[config.mk]
export PLATFORM = sky130hd
export DESIGN_NAME = mem_request_arbiter
export DESIGN_NICKNAME = d
export VERILOG_FILES = /design/src/rtl/mem_arb_pkg.sv /design/src/rtl/mem_tag_pipe.sv /design/src/rtl/mem_request_arbiter.sv
export SDC_FILE = /design/constraint.sdc
export NUM_CORES = 1
export LEC_CHECK = 0
export CAP_MARGIN = 20
export CORE_MARGIN = 3
export CORE_UTILIZATION = 42
export CTS_BUF_LIST = sky130_fd_sc_hd__clkbuf_8 sky130_fd_sc_hd__clkbuf_16
export DETAILED_ROUTE_END_ITERATION = 8
export GPL_TIMING_DRIVEN = 0
export PLACE_DENSITY = 0.95
export SKIP_LAST_GASP = 1
export SLEW_MARGIN = 20
export SYNTH_ARGS = -nofsm -noshare
export SYNTH_HDL_FRONTEND = slang
export SYNTH_SLANG_ARGS = --single-unit
[constraint.sdc]
create_clock -name clk -period 2.5 [get_ports clk]
set_input_delay 0.5 -clock clk [delete_from_list [all_inputs] [get_ports clk]]
set_output_delay 0.5 -clock clk [all_outputs]
set_load 0.1 [all_outputs]
[src/rtl/mem_arb_pkg.sv]
// Shared defaults and types for the two-client memory request arbiter.
package mem_arb_pkg;

    localparam int DEF_ADDR_W = 18;
    localparam int DEF_DATA_W = 32;

    typedef logic client_id_t;

    typedef struct packed {
        logic       valid;
        client_id_t id;
    } tag_t;

    localparam int TAG_W = $bits(tag_t);

endpackage

[src/rtl/mem_tag_pipe.sv]
// Read-return tag delay line: shifts only on unpaused cycles and clears on reset.
module mem_tag_pipe
    import mem_arb_pkg::*;
#(
    parameter int DEPTH = 2
) (
    input  logic             clk,
    input  logic             rst_n,
    input  logic             freeze,
    input  logic [TAG_W-1:0] tag_in,
    output logic [TAG_W-1:0] tag_out
);

    tag_t tag_p [DEPTH];

    always_ff @(posedge clk) begin
        if (!rst_n) begin
            for (int i = 0; i < DEPTH; i++) tag_p[i] <= '0;
        end else if (!freeze) begin
            tag_p[0] <= tag_t'(tag_in);
            for (int i = 1; i < DEPTH; i++) tag_p[i] <= tag_p[i-1];
        end
    end

    assign tag_out = tag_p[DEPTH-1];

endmodule

[src/rtl/mem_request_arbiter.sv]
// Two-client round-robin arbiter in front of a pipelined memory manager.
// Issues at most one registered request per unpaused cycle and routes read data back by tag.
module mem_request_arbiter
    import mem_arb_pkg::*;
#(
    parameter int ADDR_W       = DEF_ADDR_W,
    parameter int DATA_W       = DEF_DATA_W,
    parameter int READ_LATENCY = 2
) (
    input  logic              clk,
    input  logic              rst_n,
    input  logic              pause,
    input  logic              c0_req,
    input  logic              c0_we,
    input  logic [ADDR_W-1:0] c0_addr,
    input  logic [DATA_W-1:0] c0_wdata,
    output logic              c0_ack,
    output logic              c0_rvalid,
    output logic [DATA_W-1:0] c0_rdata,
    input  logic              c1_req,
    input  logic              c1_we,
    input  logic [ADDR_W-1:0] c1_addr,
    input  logic [DATA_W-1:0] c1_wdata,
    output logic              c1_ack,
    output logic              c1_rvalid,
    output logic [DATA_W-1:0] c1_rdata,
    output logic [ADDR_W-1:0] mem_address,
    output logic              mem_wren,
    output logic [DATA_W-1:0] mem_data_write,
    input  logic [DATA_W-1:0] mem_data_read
);

    logic              elig0;
    logic              elig1;
    logic              issue;
    client_id_t        grant_id;
    client_id_t        rr_prio;
    logic              sel_we;
    logic [ADDR_W-1:0] sel_addr;
    logic [DATA_W-1:0] sel_wdata;
    tag_t              tag_issue_p0;
    tag_t              tag_exit;
    logic [DATA_W-1:0] rdata_hold0;
    logic [DATA_W-1:0] rdata_hold1;

    // A client whose ack is up this cycle was already served for the request it still holds.
    always_comb begin
        elig0     = c0_req & ~c0_ack;
        elig1     = c1_req & ~c1_ack;
        issue     = ~pause & (elig0 | elig1);
        grant_id  = 1'b0;
        if (elig0 && elig1) grant_id = rr_prio;
        else if (elig1)     grant_id = 1'b1;
        sel_we    = grant_id ? c1_we    : c0_we;
        sel_addr  = grant_id ? c1_addr  : c0_addr;
        sel_wdata = grant_id ? c1_wdata : c0_wdata;
    end

    // Issue stage: registered request towards memory plus the read tag travelling with it.
    always_ff @(posedge clk) begin
        if (!rst_n) begin
            mem_address        <= '0;
            mem_data_write     <= '0;
            mem_wren           <= 1'b0;
            c0_ack             <= 1'b0;
            c1_ack             <= 1'b0;
            rr_prio            <= 1'b0;
            tag_issue_p0       <= '0;
        end else if (pause) begin
            c0_ack <= 1'b0;
            c1_ack <= 1'b0;
        end else begin
            c0_ack <= issue & (grant_id == 1'b0);
            c1_ack <= issue & (grant_id == 1'b1);
            if (issue) begin
                mem_address        <= sel_addr;
                mem_data_write     <= sel_wdata;
                mem_wren           <= sel_we;
                tag_issue_p0.valid <= ~sel_we;
                tag_issue_p0.id    <= grant_id;
                rr_prio            <= ~grant_id;
            end else begin
                mem_wren     <= 1'b0;
                tag_issue_p0 <= '0;
            end
        end
    end

    mem_tag_pipe #(
        .DEPTH (READ_LATENCY)
    ) u_tag_pipe (
        .clk     (clk),
        .rst_n   (rst_n),
        .freeze  (pause),
        .tag_in  (tag_issue_p0),
        .tag_out (tag_exit)
    );

    // Return stage: a tag parked at the exit during pause fires on the first unpaused cycle.
    assign c0_rvalid = tag_exit.valid & ~pause & (tag_exit.id == 1'b0);
    assign c1_rvalid = tag_exit.valid & ~pause & (tag_exit.id == 1'b1);
    assign c0_rdata  = c0_rvalid ? mem_data_read : rdata_hold0;
    assign c1_rdata  = c1_rvalid ? mem_data_read : rdata_hold1;

    always_ff @(posedge clk) begin
        if (!rst_n) begin
            rdata_hold0 <= '0;
            rdata_hold1 <= '0;
        end else begin
            if (c0_rvalid) rdata_hold0 <= mem_data_read;
            if (c1_rvalid) rdata_hold1 <= mem_data_read;
        end
    end

endmodule

### Word level (Yosys, flattened, before mapping)

Memory sizes are Yosys's and may differ from the RTL's.
Cells that the tools add are included.

| operators by class | value |
|---|---|
| multiplexer cells | 15 |
| bitwise operators | 18 |
| reduce and logical (&&, ||, !) cells | 3 |

Operators by type and width:

| operator | count |
|---|---|
| 32-bit 2-to-1 mux | 3 |
| 18-bit 2-to-1 mux | 1 |
| 1-bit AND | 8 |
| 1-bit 2-to-1 mux | 8 |
| 1-bit NOT | 7 |
| 2-bit 2-to-1 mux | 3 |
| 1-bit OR | 3 |
| 2-bit AND reduction | 1 |
| 2-bit OR reduction | 1 |
| 1-bit logical AND | 1 |

| storage, ports and cells | value |
|---|---|
| bits in registers | 120 |
| RAM bits | 4 |
| input bits | 139 |
| output and inout port bits | 119 |
| memories | 1 |

Memory list:

| name | words | bits a word | read ports | clocked after memory_dff | wr ports | RTL line | RTL |
|---|---|---|---|---|---|---|---|
| u_tag_pipe.tag_p | 2 | 2 | 2 | 0 | 2 | mem_tag_pipe.sv:14 | `tag_t tag_p [DEPTH];` |

### Longest topological paths before layout

Gate-level depths: netlist of the first run.

| depth | value |
|---|---|
| depth in word-level cells | 7 |
| depth in mapped cells | 6 |
| mapped depth without buffers | 4 |

### Modules after synthesis

From an unflattened synthesis of the first run, not the netlist that was laid out.

| unflattened totals | value |
|---|---|
| cells, all modules | 411 |
| area total of the unflattened synthesis | 4,869.7 µm² |

By module, submodules not included:

| module | times used | cells an instance | area each (µm²) | sequential area each (µm²) |
|---|---|---|---|---|
| mem_request_arbiter | 1 | 400 | 4,695.8 | 2,402.3 |
| mem_tag_pipe | 1 | 11 | 173.9 | 120.1 |

### Worst setup path after synthesis of the first run

OpenSTA, ideal clock, no wires.

| timing path | value |
|---|---|
| path type | input-to-output |
| from | input pause |
| to | output c0_rdata[22] |
| arrival | 2.084 ns |
| required time | 2.000 ns |
| slack | -0.084 ns |
| cell stages on the path | 4 |
| path buffers | 2 |
| cells stage by stage | buf_2 > nor3b_4 > buf_6 > mux2_1 |

| on the way | value |
|---|---|
| cells in the longest elaborated chain, start to end | 4 |

Ends and longest elaborated chain:

| element | RTL line | RTL |
|---|---|---|
| from (decl) | mem_request_arbiter.sv:12 | `input logic pause,` |
| 1-bit NOT (no source line) | -- |  |
| 1-bit AND (2 in a row) | mem_request_arbiter.sv:100 | `assign c0_rvalid = tag_exit.valid & ~pause & (tag_exit.id == 1'b0);` |
| via c0_rvalid | mem_request_arbiter.sv:18 | `output logic c0_rvalid,` |
| 32-bit 2-to-1 mux | -- |  |
| to (decl) | mem_request_arbiter.sv:19 | `output logic [DATA_W-1:0] c0_rdata,` |

The timed path passes the listed nets, and every way through them passes these cells.

### Worst setup path after layout of the first run

| timing path | value |
|---|---|
| from | input pause |
| to | output c0_rdata[22] |

| on the way | value |
|---|---|
| cells in the longest elaborated chain, start to end | 4 |

Ends and longest elaborated chain:

| element | RTL line |
|---|---|
| 1-bit NOT (no source line) | -- |
| 1-bit AND (2 in a row) | mem_request_arbiter.sv:100 |
| 32-bit 2-to-1 mux | -- |

No other way between the ends.

==> key figures, run 1 <==
Critical path
  – Crit path max-delay cell type: mux2_2
  – Worst path top cell family by delay: buffers and inverters
  – Reg-to-reg slack, setup: 0.69 ns
  – Count of cells along the worst register-to-register path: 5
  – Arrival time worst endpoint: 1.99 ns
  – Worst-path cell chain: dlygate4sd2_1, buf_6, nor3b_4, buf_4, buf_8, mux2_2, buf_8
  – Reg-to-reg critical path startpoint: c1_ack
  – Critical path peak fanout: 10
  – Critical Path Start Type: input pin
  – Critical path type: in -> out
  – Most repeated library cell on the critical path: buf_8
  – Max stage delay on crit path: 0.37 ns
  – Number of buffers and inverters on the critical path: 5
  – CP endpoint kind: output pin
  – Worst EP required: 2.00 ns
  – R2r endpoint: mem_address[5]

Floorplanning
  – Width of the chip: 114 µm
  – Die outline area: 0.0129 mm²
  – Placeable core area: 0.0111 mm²
  – Row Count: 38
  – Io pins: 258
  – Die height: 114 µm
  – Starting utilization of the core area: 44.0%

Final layout
  – Fraction of layout cells with a size suffix above 1: 25.2%
  – Leading cell type in the layout, fill and taps excluded: clkdlybuf4s50_1
  – Ant diodes: 0
  – Final-stage net count: 836
  – Number of filler instances in the final layout: 714
  – Leading cell types in the layout, fill and taps excluded: clkdlybuf4s50_1 (190), dfxtp_1 (120), and2_1 (68), and3_1 (50), a221o_1 (50)
  – Non-filler instance count after layout: 849
  – Layout overhead on the synthesized area: 71.7%

Clock tree
  – # clock sinks: 124
  – Maximum level of the CTS H-tree: 4
  – Clk slew on worst S/H paths: 0.05 ns
  – Clk root buf: clkbuf_16
  – Number of buffers created by CTS: 17
  – CTS tree: done
  – Buffer depth of the longest clock path: 2
  – Clock latency on the worst-skew pair: 0.40 ns

Logic synthesis
  – Total nets after synthesis: 557
  – Average size of a mapped cell: 11.7 µm²
  – Sequential element share of the synthesized area: 51.7%
  – Flops & latches, synth: 124
  – Netlist cell types: 28
  – Gate count of the mapped netlist: 418
  – Synth warn: 0
  – Combined area of all synthesized cells: 0.00488 mm²

Route
  – Via Count: 4,460
  – Detailed router's first-iteration violation count: 296
  – First-pass DRT Iterations: 4
  – Met3 Wirelength: 1.17 mm
  – Highest Signal Layer: met4
  – DRC violations left: 0
  – Average vias per placed instance: 5.25
  – Average wire length per cell after detail routing: 18.8 µm
  – Wire length the detailed router placed on met1: 6.32 mm
  – Antenna-violating nets left: 0
  – Post-Route WL: 16.0 mm
  – Met2 Routed Length: 8.10 mm

Pwr
  – Switching power share of the total: 30.7%
  – Part of the total power dissipated in sequential elements: 35.5%
  – Internal power contribution: 4.14 mW
  – Static Leakage: 3.75 nW
  – Worst ir drop on vdd: 456 µV
  – Combinational power share: 24.8%
  – Total power draw: 5.98 mW
  – Switching component of the power: 1.84 mW
  – Pwr/cell area: 714 mW/mm²
  – Proportion of power drawn by the clock network: 39.7%

STA
  – Fmax achieved: 402 MHz
  – Number of failing setup endpoints in the final timing report: 0
  – Worst Tran Pin Value: 1.04 ns
  – Min Tclk post-route: 2.49 ns
  – Fin Clk Skew: 0.00921 ns
  – Max-Slew Margin vs Limit: 30.4%
  – Number of slew-limit violations in the final report: 0
  – RSZ-0062 raised after global routing: yes
  – Final Hold Vio Count: 0
  – Final worst-path cycle share: 99.4%

Worst hold path
  – Worst min-delay path startpoint: tag_issue_p0[0]
  – Hold Crit Endpoint: tag_issue_p0[0]
  – Hold Crit Depth: 1
  – Hold crit path type: reg -> reg

Place
  – Placer Congestion: 0.840
  – Count of buffers inserted at the top-level ports: 257
  – Post-placement cell count: 815
  – Total half-perimeter wirelength after legalization and detailed placement: 11.7 mm

GRT
  – Via count of the first global-routing pass: 4,728
  – Wire length of the first global-routing pass: 24.2 mm
  – Remaining global-route overflow: 0
  – Global Route Usage Sum: 23.6%
  – Initial antenna violation count: 0
  – Maximum number of pins on one net before global-route repair: 17

Job
  – Total of max-cap violations: 0

Status
  – Outcome: complete, no violations
-- cell usage after synthesis --
library cell	instances	area (µm²)
a21boi_0	1	7.51
a21o_1	1	7.51
a21oi_1	1	5.00
a221o_1	50	500
a31o_2	1	8.76
a32o_1	1	10.0
and2_1	68	425
and3_1	50	313
buf_2	10	50.1
buf_6	8	90.1
clkbuf_1	18	67.6
dfxtp_1	120	2400
edfxtp_1	4	120
inv_1	2	7.51
mux2_1	22	248
mux2_2	42	473
mux2i_1	1	10.0
nand2_1	3	11.3
nand2b_1	3	18.8
nand3_1	1	5.00
nand3b_4	1	20.0
nor2_1	2	7.51
nor2b_1	1	6.26
nor3_2	2	20.0
nor3b_1	1	7.51
nor3b_4	1	18.8
o21ai_0	2	10.0
or3_1	1	6.26
-- power groups by stage --
stage                     registers [mW]  logic [mW]  clock network (mW)
after floorplan                     2.60       0.501                   0
after global routing                2.13        1.53                2.48
after detailed placement            2.16        1.43                   0
final                               2.12        1.49                2.37
after CTS                           2.12        1.45                2.40
after global placement              2.16        1.41                   0
-- flip-flops by register name, indices dropped and copies added, names as in the netlist --
| register | count |
|---|---|
| mem_address | 18 |
| mem_wren | 1 |
| c1_ack | 1 |
| rdata_hold0 | 32 |
| mem_data_write | 32 |
| rr_prio | 1 |
| u_tag_pipe.tag_p | 4 |
| tag_issue_p0 | 2 |
| c0_ack | 1 |
| rdata_hold1 | 32 |
-- cell families after synthesis --
logic type	share of synthesized area (%)
AO/OA/AOI/OAI	11.3
buffers and inverters	4.41
flip-flops	51.7
multiplexers	15.0
AND/OR/NAND/NOR	17.6
-- layout make-up --
cell class	count	area [µm²]	share of cell area [%]
buffer	36	254	3.03
clock buffer	21	480	5.74
clock inverter	10	98.8	1.18
inverter	2	7.51	0.0897
multi-input combinational	256	2190	26.2
sequential	124	2520	30.1
tap	140	175	2.09
timing repair buffer	260	2640	31.6
-- timing repair --
action,4_1_cts,5_1_grt
setup endpoints to repair,66,29
setup buffers,2,1
resized for setup,436,44
hold endpoints to repair,0,0
hold buffers,0,0
pin swaps,1,0
-- metrics by stage --
| stage | utilization [%] | hold WS (ns) | worst slack, ns | instance area (µm²) | setup TNS (ns) |
|---|---|---|---|---|---|
| 2_1_floorplan | - | 0.452 | 0.0947 | 4880 | 0 |
| 3_3_place_gp | 68.8 | 0.460 | -1.17 | 7620 | -71.60 |
| 3_5_place_dp | 68.8 | 0.472 | -1.19 | 7620 | -73.15 |
| 4_1_cts | 74.2 | 0.483 | 0.000863 | 8220 | 0 |
| 5_1_grt | 75.6 | 0.504 | -0.0396 | 8370 | -0.250 |
| 6_report | 75.6 | 0.479 | 0.0143 | 8370 | 0 |
-- routing by layer --
metal  global-route usage [%]  vias up
met5                        0        -
met4                     9.86        0
met3                     7.06       28
met2                     41.3      223
met1                     26.9     2113
li1                         -     2096
-- how the worst max path moves through the flow --
stage               slack, ns  cells after the start   from            to
finish                   0.01                      7  pause  c0_rdata[22]
CTS                    0.0009                      7  pause  c0_rdata[24]
global route            -0.04                      7  pause  c0_rdata[22]
global placement        -1.17                      6  pause  c0_rdata[22]
floorplan                0.09                      4  pause  c0_rdata[12]
detailed placement      -1.19                      6  pause  c0_rdata[22]
Note: power is estimated with default switching activity, not from simulation.
==> run 2, diff against run 1 <==
--- a/config.mk
+++ b/config.mk
@@ -11,9 +11,9 @@
 export CTS_BUF_LIST = sky130_fd_sc_hd__clkbuf_8 sky130_fd_sc_hd__clkbuf_16
 export DETAILED_ROUTE_END_ITERATION = 8
 export GPL_TIMING_DRIVEN = 0
-export PLACE_DENSITY = 0.95
+export PLACE_DENSITY = 0.85
 export SKIP_LAST_GASP = 1
-export SLEW_MARGIN = 20
+export SLEW_MARGIN = 15
 export SYNTH_ARGS = -nofsm -noshare
 export SYNTH_HDL_FRONTEND = slang
 export SYNTH_SLANG_ARGS = --single-unit
==> run 2 against run 1 <==
Compared with the run above: cell count is 0.47% higher; final area is 4.3% higher; combinational power is 3% higher; global-route usage is 1.8 points higher; critical path type is now reg -> out; critical endpoint is now c0_ack; highest routed layer unchanged.
==> key figures, run 2 (synthesis gave the netlist of run 1 again) <==
Status
  – Outcome: complete, no violations

GRT
  – Initial antenna violation count: 1 (+1)
  – Global Route Usage Sum: 25.5% (+1.8 points)
  – Remaining global-route overflow: 0 (unchanged)
  – Via count of the first global-routing pass: 4,881 (+3.2%)
  – Wire length of the first global-routing pass: 25.9 mm (+7.0%)
  – Maximum number of pins on one net before global-route repair: 17 (unchanged)

Final layout
  – Regs by FF count: mem_data_write (32), rdata_hold0 (32), rdata_hold1 (32)
  – Fraction of layout cells with a size suffix above 1: 26.0% (+0.74 points)
  – Layout overhead on the synthesized area: 79.1%
  – Non-filler instance count after layout: 853 (+0.47%)
  – Final-stage net count: 838 (+0.24%)
  – Leading cell type in the layout, fill and taps excluded: clkdlybuf4s50_1
  – Leading cell types in the layout, fill and taps excluded: clkdlybuf4s50_1 (190), dfxtp_1 (120), and2_1 (68), and3_1 (50), a221o_1 (50)

Place
  – Post-placement cell count: 815 (unchanged)
  – Count of buffers inserted at the top-level ports: 257 (unchanged)
  – Total half-perimeter wirelength after legalization and detailed placement: 11.7 mm (+0.64%)
  – Setup slack after placement: -1.12 ns (+0.0718 ns)
  – Placer Congestion: 0.830 (-1.1%)

Critical path
  – Critical path peak fanout: 3 (-7)
  – Critical path type: reg -> out
  – Arrival time worst endpoint: 1.96 ns (-0.03 ns)
  – CP endpoint kind: output pin
  – Crit path max-delay cell type: clkdlybuf4s50_1
  – Max stage delay on crit path: 1.20 ns (+0.83 ns)
  – Critical Path Start Type: flip-flop
  – Worst-path cell chain: clkdlybuf4s50_1
  – Number of buffers and inverters on the critical path: 1 (-4)
  – Worst EP required: 2.00 ns (about the same)
  – Worst path top cell family by delay: buffers and inverters

Clock tree
  – Maximum level of the CTS H-tree: 4 (unchanged)
  – Clock latency on the worst-skew pair: 0.41 ns (about the same)
  – Clk slew on worst S/H paths: 0.06 ns (about the same)
  – # clock sinks: 124 (unchanged)
  – Clk root buf: clkbuf_16
  – Number of buffers created by CTS: 17 (unchanged)
  – CTS tree: done
  – Buffer depth of the longest clock path: 2 (unchanged)

Pwr
  – Switching power share of the total: 30.3% (-0.39 points)
  – Internal power contribution: 4.37 mW (+5.4%)
  – Static Leakage: 3.85 nW (+2.8%)
  – Worst ir drop on vdd: 466 µV (+2.3%)
  – Pwr/cell area: 717 mW/mm² (+0.43%)
  – Proportion of power drawn by the clock network: 41.6% (+1.9 points)
  – Combinational power share: 24.5% (-0.3 points)
  – Part of the total power dissipated in sequential elements: 33.9% (-1.6 points)
  – Total power draw: 6.27 mW (+4.8%)
  – Switching component of the power: 1.90 mW (+3.4%)

STA
  – Max-Slew Margin vs Limit: 29.5% (-0.86 points)
  – Worst Tran Pin Value: 1.05 ns (+0.0129 ns)
  – Final worst setup slack: 0.0356 ns (+0.0212 ns)
  – Final worst-path cycle share: 98.6% (-0.85 points)
  – Min Tclk post-route: 2.46 ns (-0.0212 ns)
  – Fmax achieved: 406 MHz (+0.86%)
  – Worst slack on hold paths: 0.508 ns (+0.0288 ns)
  – RSZ-0062 raised after global routing: no
  – Number of slew-limit violations in the final report: 0 (unchanged)
  – Number of failing setup endpoints in the final timing report: 0 (unchanged)
  – Fin Clk Skew: 0.00857 ns (-0.000641 ns)
  – Final Hold Vio Count: 0 (unchanged)

Route
  – Average vias per placed instance: 5.32 (+1.2%)
  – Antenna-violating nets left: 0 (unchanged)
  – Detailed router's first-iteration violation count: 239 (-19%)
  – DRC violations left: 0 (unchanged)
  – Average wire length per cell after detail routing: 19.3 µm (+2.6%)
  – Post-Route WL: 16.5 mm (+3.1%)
  – Via Count: 4,536 (+1.7%)
  – First-pass DRT Iterations: 4 (unchanged)

Floorplanning
  – Die height: 114 µm (unchanged)
  – Width of the chip: 114 µm (unchanged)
  – Placeable core area: 0.0111 mm² (unchanged)
  – Row Count: 38 (unchanged)
  – Starting utilization of the core area: 44.0% (unchanged)
  – Io pins: 258 (unchanged)
  – Die outline area: 0.0129 mm² (unchanged)

Job
  – Total of max-cap violations: 0 (unchanged)

Worst hold path
  – Hold crit path type: reg -> reg
run 2: changes by cell type in the layout (fill, tap and decap cells not counted), sizes merged:
cell / delta
clkbuf: +2
bufinv: +1
clkinvlp: +1
diode: +1
inv: -1
run 2: metal layers:
| layer | part of all wire (%) | GRT usage [%] | vias up |
|---|---|---|---|
| met4 | 3.7 | 12.8 | 0 |
| met1 | 38 | 28.4 | 2150 |
| li1 | - | - | 2093 |
| met3 | 7.4 | 7.06 | 48 |
| met5 | 0 | 0 | - |
| met2 | 51 | 44.3 | 245 |
run 2: final cells by class:
cell class / instances / area, µm²
sequential: 124 / 2520
clock inverter: 11 / 135
multi-input combinational: 256 / 2250
antenna: 1 / 2.50
buffer: 35 / 248
fill: 655 / 2340
tap: 140 / 175
clock buffer: 21 / 503
timing repair buffer: 263 / 2890
inverter: 2 / 7.51
run 2: repair_timing:
action | CTS | global route
resized for setup | 541 | 1
cloned | 1 | 1
pin swaps | 1 | 1
setup endpoints to repair | 66 | 4
hold buffers | 0 | 0
buffers inserted | 4 | 0
run 2: final timing paths:
check | start | end | slack [ns] | cells after the start
setup reg to reg | c1_ack | mem_address[10] | 0.74 | 5
hold / removal | mem_wren | mem_wren | 0.51 | 2
setup / recovery | c0_ack | c0_ack | 0.04 | 1
hold reg to reg | mem_wren | mem_wren | 0.51 | 2
run 2: metrics by stage:
step	utilization (%)	cell area (µm²)	TNS, ns
finish	78.8	8730	0
global route	78.8	8730	0
CTS	78.7	8720	0
detailed placement	68.8	7620	-69.23
global placement	68.8	7620	-67.24
floorplan	-	4880	0
run 2: power by group through the flow:
stage / Clock (mW) / Sequential, mW / Combinational, mW
4_1_cts: 2.63 / 2.12 / 1.53
6_report: 2.61 / 2.12 / 1.54
3_3_place_gp: 0 / 2.16 / 1.42
3_5_place_dp: 0 / 2.16 / 1.43
5_1_grt: 2.73 / 2.13 / 1.59
2_1_floorplan: 0 / 2.60 / 0.501
